$ cat config.mk
export PLATFORM = sky130hd
export DESIGN_NAME = striping_scheduler
export DESIGN_NICKNAME = d
export VERILOG_FILES = /design/src/rtl/striping_scheduler.sv
export SDC_FILE = /design/constraint.sdc
export NUM_CORES = 1
export LEC_CHECK = 0
export CAP_MARGIN = 10
export CORE_UTILIZATION = 46
export CTS_BUF_LIST = sky130_fd_sc_hd__clkbuf_2 sky130_fd_sc_hd__clkbuf_4 sky130_fd_sc_hd__clkbuf_8
export DETAILED_ROUTE_END_ITERATION = 6
export HOLD_SLACK_MARGIN = 0.05
export PLACE_DENSITY = 0.91
export SKIP_CTS_REPAIR_TIMING = 1
export SYNTH_ARGS = -nofsm -noshare
export SYNTH_HDL_FRONTEND = slang
export SYNTH_SLANG_ARGS = --single-unit
$ cat constraint.sdc
create_clock -name clk_f -period 1.9 [get_ports clk_f]
set_input_delay 0.285 -clock clk_f [delete_from_list [all_inputs] [get_ports clk_f]]
set_output_delay 0.285 -clock clk_f [all_outputs]
set_load 0.03 [all_outputs]
$ cat src/rtl/striping_scheduler.sv
// Lane-select controller for the two-lane striping demux: retimes each word with
// its selector, round-robins between enabled lanes and keeps per-lane word counts.
module striping_scheduler #(
  parameter int DATA_W       = 32,
  parameter int CNT_W        = 8,
  parameter int IDLE_TIMEOUT = 16
) (
  input  logic              clk_f,
  input  logic              reset_L,
  input  logic [DATA_W-1:0] data_in,
  input  logic              valid_in,
  input  logic [1:0]        lane_en,
  input  logic              flush,
  output logic [DATA_W-1:0] data_out,
  output logic              valid_out,
  output logic              selector,
  output logic [CNT_W-1:0]  cnt_lane0,
  output logic [CNT_W-1:0]  cnt_lane1,
  output logic              drop_err,
  output logic              aligned
);

  typedef enum logic [1:0] {IDLE, NEXT0, NEXT1} state_t;

  localparam logic [7:0] TIMEOUT_LAST = 8'(IDLE_TIMEOUT - 1);

  state_t     state, state_nxt;
  logic [7:0] idle_cnt, idle_nxt;
  logic       pref, lane, dispatch, drop, timeout;

  // NOTE: every signal assigned in always_comb gets a default first, otherwise
  // paths that skip an assignment infer latches.
  always_comb begin
    pref     = (state == NEXT1);
    lane     = pref;
    dispatch = 1'b0;
    drop     = 1'b0;
    if (valid_in) begin
      if (lane_en[pref]) begin
        dispatch = 1'b1;
      end else if (lane_en[~pref]) begin
        lane     = ~pref;
        dispatch = 1'b1;
      end else begin
        drop = 1'b1;
      end
    end
    timeout = (state != IDLE) && !valid_in && (idle_cnt == TIMEOUT_LAST);

    state_nxt = state;
    idle_nxt  = idle_cnt;
    if (flush) begin
      state_nxt = IDLE;
      idle_nxt  = '0;
    end else if (dispatch) begin
      state_nxt = lane ? NEXT0 : NEXT1;
      idle_nxt  = '0;
    end else if (drop) begin
      idle_nxt = '0;
    end else if (timeout) begin
      state_nxt = IDLE;
      idle_nxt  = '0;
    end else if (state != IDLE) begin
      idle_nxt = idle_cnt + 8'd1;
    end else begin
      idle_nxt = '0;
    end
  end

  // NOTE: sequential state uses non-blocking assignments so every register
  // samples pre-edge values regardless of statement order.
  always_ff @(posedge clk_f or negedge reset_L) begin
    if (!reset_L) begin
      state    <= IDLE;
      idle_cnt <= '0;
    end else begin
      state    <= state_nxt;
      idle_cnt <= idle_nxt;
    end
  end

  always_comb begin
    aligned = (state == IDLE);
  end

  // Datapath: a dropped or idle cycle zeroes the word but leaves the selector parked.
  always_ff @(posedge clk_f or negedge reset_L) begin
    if (!reset_L) begin
      data_out  <= '0;
      valid_out <= 1'b0;
      selector  <= 1'b0;
      drop_err  <= 1'b0;
      cnt_lane0 <= '0;
      cnt_lane1 <= '0;
    end else begin
      data_out  <= dispatch ? data_in : '0;
      valid_out <= dispatch;
      drop_err  <= drop;
      if (dispatch) selector <= lane;
      if (flush) begin
        cnt_lane0 <= '0;
        cnt_lane1 <= '0;
      end else if (dispatch) begin
        if (lane) cnt_lane1 <= cnt_lane1 + CNT_W'(1);
        else      cnt_lane0 <= cnt_lane0 + CNT_W'(1);
      end
    end
  end

endmodule
* Word level (Yosys, flattened, before mapping)
Index checks and enable logic that the tools add are counted.
** Cells by class
- Add/sub/neg operators :: 3
- Multipliers :: 0
- Div/mod/pow operators :: 0
- $lt $le $gt $ge :: 2
- Equal/unequal tests :: 4
- Shift operators :: 0
- Mux-type cells :: 30
- Bitwise gates (word level) :: 1
- Reduce and logical (&&, ||, !) cells :: 11
** Operator list (count)
- $mux 8 :: 11
- $mux 32 :: 1
- $add 8x1->8 const B :: 3
- $mux 1 :: 13
- $mux 2 :: 5
- $eq 8x4->1 const B :: 1
- $reduce_and 2->1 :: 3
- $reduce_bool 2->1 :: 3
- $lt 1x2->1 const B :: 2
- $ne 3x3->1 const B :: 1
- $reduce_bool 3->1 :: 1
- $eq 2x2->1 const B :: 1
- $logic_and 1x1->1 :: 2
- $logic_not 2->1 :: 1
- $ne 2x2->1 const B :: 1
- $logic_not 1->1 :: 1
- $not 1->1 :: 1
** Storage, ports and cells
- Register bits :: 61
- Bits in latches :: 0
- RAM bits :: 0
- ROM bits :: 0
- Bits of input ports :: 38
- Output and inout bits :: 52
- Logic and storage cells :: 59
- Memories :: 0

* Longest topological paths before layout
- Depth in word-level cells :: 10
- Mapped depth :: 5
- Gate-level depth less buffers :: 5

* Worst setup path before layout
No wires, ideal clock.
- Path kind :: register to register
- Start :: register state[1]
- End :: register idle_cnt[7]
- Library setup time :: 0.119 ns
- Arrival :: 1.401 ns
- Data required time :: 1.781 ns
- Setup slack :: 0.380 ns
- Stages on the path, launching flop included :: 6
- Path buffers :: 1
- Clock period less this slack :: 1.520 ns
- Cell sequence :: dfrtp_1 -> nor2_1 -> or3_1 -> clkbuf_1 -> a41o_1 -> nor2_1
** Between the ends
- Longest elaborated chain between the ends :: 9
- Elaborated cells between the ends (all ways) :: 19
- Those cells by class :: 1 x eq/ne; 15 x mux; 3 x reduce/logical
** Ends and longest elaborated chain
- start: declaration :: RTL line 27 : state_t state, state_nxt;
- start signal: assignment :: RTL line 77 : state <= state_nxt;
- $eq 2x2->1 :: RTL line 34 : pref = (state == NEXT1);
- $mux 1 (implied by the code) (2 in a row) :: RTL line 41 : end else if (lane_en[~pref]) begin
- $mux 1 :: RTL line 41
- $mux 1 :: RTL line 39 : if (lane_en[pref]) begin
- $mux 1 :: RTL line 38 : if (valid_in) begin
- $mux 8 :: RTL line 58 : end else if (drop) begin
- $mux 8 * :: RTL line 55 : end else if (dispatch) begin
- $mux 8 * :: RTL line 52 : if (flush) begin
- named net idle_nxt[7] :: RTL line 28 : logic [7:0] idle_cnt, idle_nxt;
- end signal: assignment :: RTL line 78 : idle_cnt <= idle_nxt;
- end: declaration :: RTL line 28
The timed path passes the listed nets; every way through them passes the cells marked *. The select of a mux whose other input is x is not followed.
A chain may end at the register's enable or synchronous reset.

* Final worst setup path
- Start :: register cnt_lane1[3]
- End :: output port cnt_lane1[3]
** RTL lines
- start: declaration :: RTL line 18 : output logic [CNT_W-1:0] cnt_lane1,
- start signal: assignment :: RTL line 104 : if (lane) cnt_lane1 <= cnt_lane1 + CNT_W'(1);
No word-level cell between the ends.

==> metrics.csv <==
metric,value,unit
fillers,353,
die_w,74.94,um
drt_iter0_drc,105,
gp_congestion,0.7963,
max_cap_viol_count,0,
fin_crit,1.788,ns
grt_setup_unrepaired,no,
die_h,74.94,um
dpl.cell_count,364,
timing.critical_path.buf_inv,1,
numCtsBuffers,9,
slowest_stage,clkdlybuf4s50_1,
grt_overflow,0,
dieArea,5616,um^2
max_freq,559.2,MHz
r2r-end,state[0],
grt_use_total,21.34,%
io_pins,90,
grt_max_degree,35,
final.period_utilization,94.12,%
synth_seq_cells,61,
hpwl,3.785,mm
seq_area_frac_synth,62.37,%
synth_flop_cell,dfrtp_1,
ys_types,34,
clkTransAtPathRegs,0.07,ns
syn_area,2447,um^2
seq_area,1526,um^2
cts_max_level,3,
diodes,0,
worst_ep_arrival_time,1.50,ns
max_slew_margin,67.54,%
ir_drop,487.7,uV
ys_warn_count,0,
outcome,completed,
clk_path_buf_depth,2,
reg2reg_from,idle_cnt[4],
antenna_found_initial,0,
drc,0,
synth.net_count,248,
critPathMaxFanout,6,
drive_above_1_share,9.646,%
regToRegSetupSlack,0.24,ns
pre_cts_ws,0.05369,ns
cts_tree,yes,
grt_pass1_vias,1872,
synthArstFlopShare,100.0,%
dr.pass1.iters,5,
insertion_delay,0.33,ns
cp-end-kind,primary output,
cellPowerDensity,858.7,nW/um^2
syn_inst,207,
via_per_inst,4.955,
area_growth,51.38,%
critPathLaunchType,flop,
ant_nets,0,
final_cell_count_no_fill,381,
report.power.total,3.181,mW
fin_skew,0.005732,ns
row_count,26,
path_depth,1,
fin_nets,347,
crit_required,1.62,ns
multi_input_area,868.3,um^2
synth_edf_count,0,
clock-root-buffer,clkbuf_8,
start_util,47.92,%
portBuffers,89,
setup_slack,0.1117,ns
drv_slew,0,
hp-class,in -> async,
worst_pin_slew,0.4868,ns
cts.sinks,61,
crit_path_cell_trace,clkdlybuf4s50_1,
syn_avg_cell_area,11.82,um^2
r2r_cells,4,
core-area,5107,um^2
vias,1888,
critPathMaxStageDelay,0.71,ns
wl,5.329,mm
hold_viol_final,0,
setup_violations,0,
grt_pass1_wl,8.556,mm
crit_family,buffers and inverters,
p_leak,1.581,nW
critPathKind,reg -> out,
wl_per_cell,13.99,um
through the flow:
step | area (um^2) | utilization [%] | TNS (ns) | hold slack [ns]
4_1_cts | 3692 | 72.29 | -0.02184 | -0.09371
3_5_place_dp | 3445 | 67.44 | 0 | 0.2693
3_3_place_gp | 3445 | 67.44 | 0 | 0.2591
5_1_grt | 3705 | 72.54 | 0 | 0.4860
2_1_floorplan | 2447 | - | 0 | -0.01059
6_report | 3705 | 72.54 | 0 | 0.4405
Yosys cell counts (2+ instances only):
library cell / count / share of area [%]
a21oi_1: 6 / 1.2
a211oi_1: 3 / 0.92
and4_1: 2 / 0.72
nor3b_1: 3 / 0.92
xor2_1: 4 / 1.4
buf_2: 2 / 0.41
ha_1: 3 / 1.5
clkbuf_1: 5 / 0.77
nand3_1: 8 / 1.6
inv_1: 5 / 0.77
xnor2_1: 12 / 4.3
a2111oi_2: 3 / 1.8
nand3b_1: 2 / 0.61
nor3_1: 3 / 0.61
and3_1: 2 / 0.51
a22o_1: 2 / 0.72
nand4_1: 4 / 1.0
o21ai_0: 3 / 0.61
and2_1: 33 / 8.4
nor2_1: 22 / 3.4
nand2_1: 5 / 0.77
dfrtp_1: 61 / 62
or3_1: 3 / 0.77
routing by layer:
layer | vias up | routed length, um | global-route usage (%)
li1 | 885 | - | -
met3 | 16 | 429 | 7.764
met1 | 900 | 2066 | 23.23
met5 | - | 0 | 0
met4 | 0 | 125 | 13.84
met2 | 87 | 2707 | 35.24
how the worst max path moves through the flow:
stage              endpoint  slack [ns]         start
4_1_cts             aligned       -0.02      state[1]
2_1_floorplan   idle_cnt[7]        0.38      state[1]
5_1_grt        cnt_lane1[3]        0.02  cnt_lane1[3]
3_3_place_gp   cnt_lane1[7]        0.10      valid_in
6_report       cnt_lane1[3]        0.11  cnt_lane1[3]
3_5_place_dp   cnt_lane1[6]        0.05      valid_in
where the power goes:
group	leakage, nW	switching, mW	internal, mW	total, mW
Clock	0.127	0.484	0.935	1.42
Sequential	0.821	0.0208	1.35	1.37
Combinational	0.633	0.208	0.188	0.396
Total	1.58	0.712	2.47	3.18
flip-flops by register name, summed over array words and instances (netlist names):
signal     count
selector       1
cnt_lane1      8
data_out      32
cnt_lane0      8
drop_err       1
idle_cnt       8
state          2
valid_out      1
cells by family after synthesis:
family | count (synthesis) | synth area share (%)
DFF | 61 | 62.37
AOI/OAI and AO/OA | 21 | 6.697
adders and majority gates | 3 | 1.534
buffers and inverters | 13 | 2.147
xor gates and xnor gates | 16 | 5.726
muxes | 1 | 0.4090
and+or+nand+nor | 92 | 21.11
cells in the final DEF (no fill, tap or decap), drive strengths merged, types with 5 or more instances in the layout:
cell type	instances
dfrtp	61
inv	5
and2	33
clkdlybuf4s50	87
nor2	22
a21oi	7
buf	7
clkbuf	12
nand3	8
xnor2	12
nand2	6
area by class of cell:
class | instances | area share [%]
sequential | 61 | 41.20
timing repair buffer | 96 | 25.80
multi-input combinational | 133 | 23.44
clock buffer | 12 | 4.120
clock inverter | 4 | 2.567
tap | 70 | 2.364
inverter | 5 | 0.5066
Power figures use the tool's default switching activity.
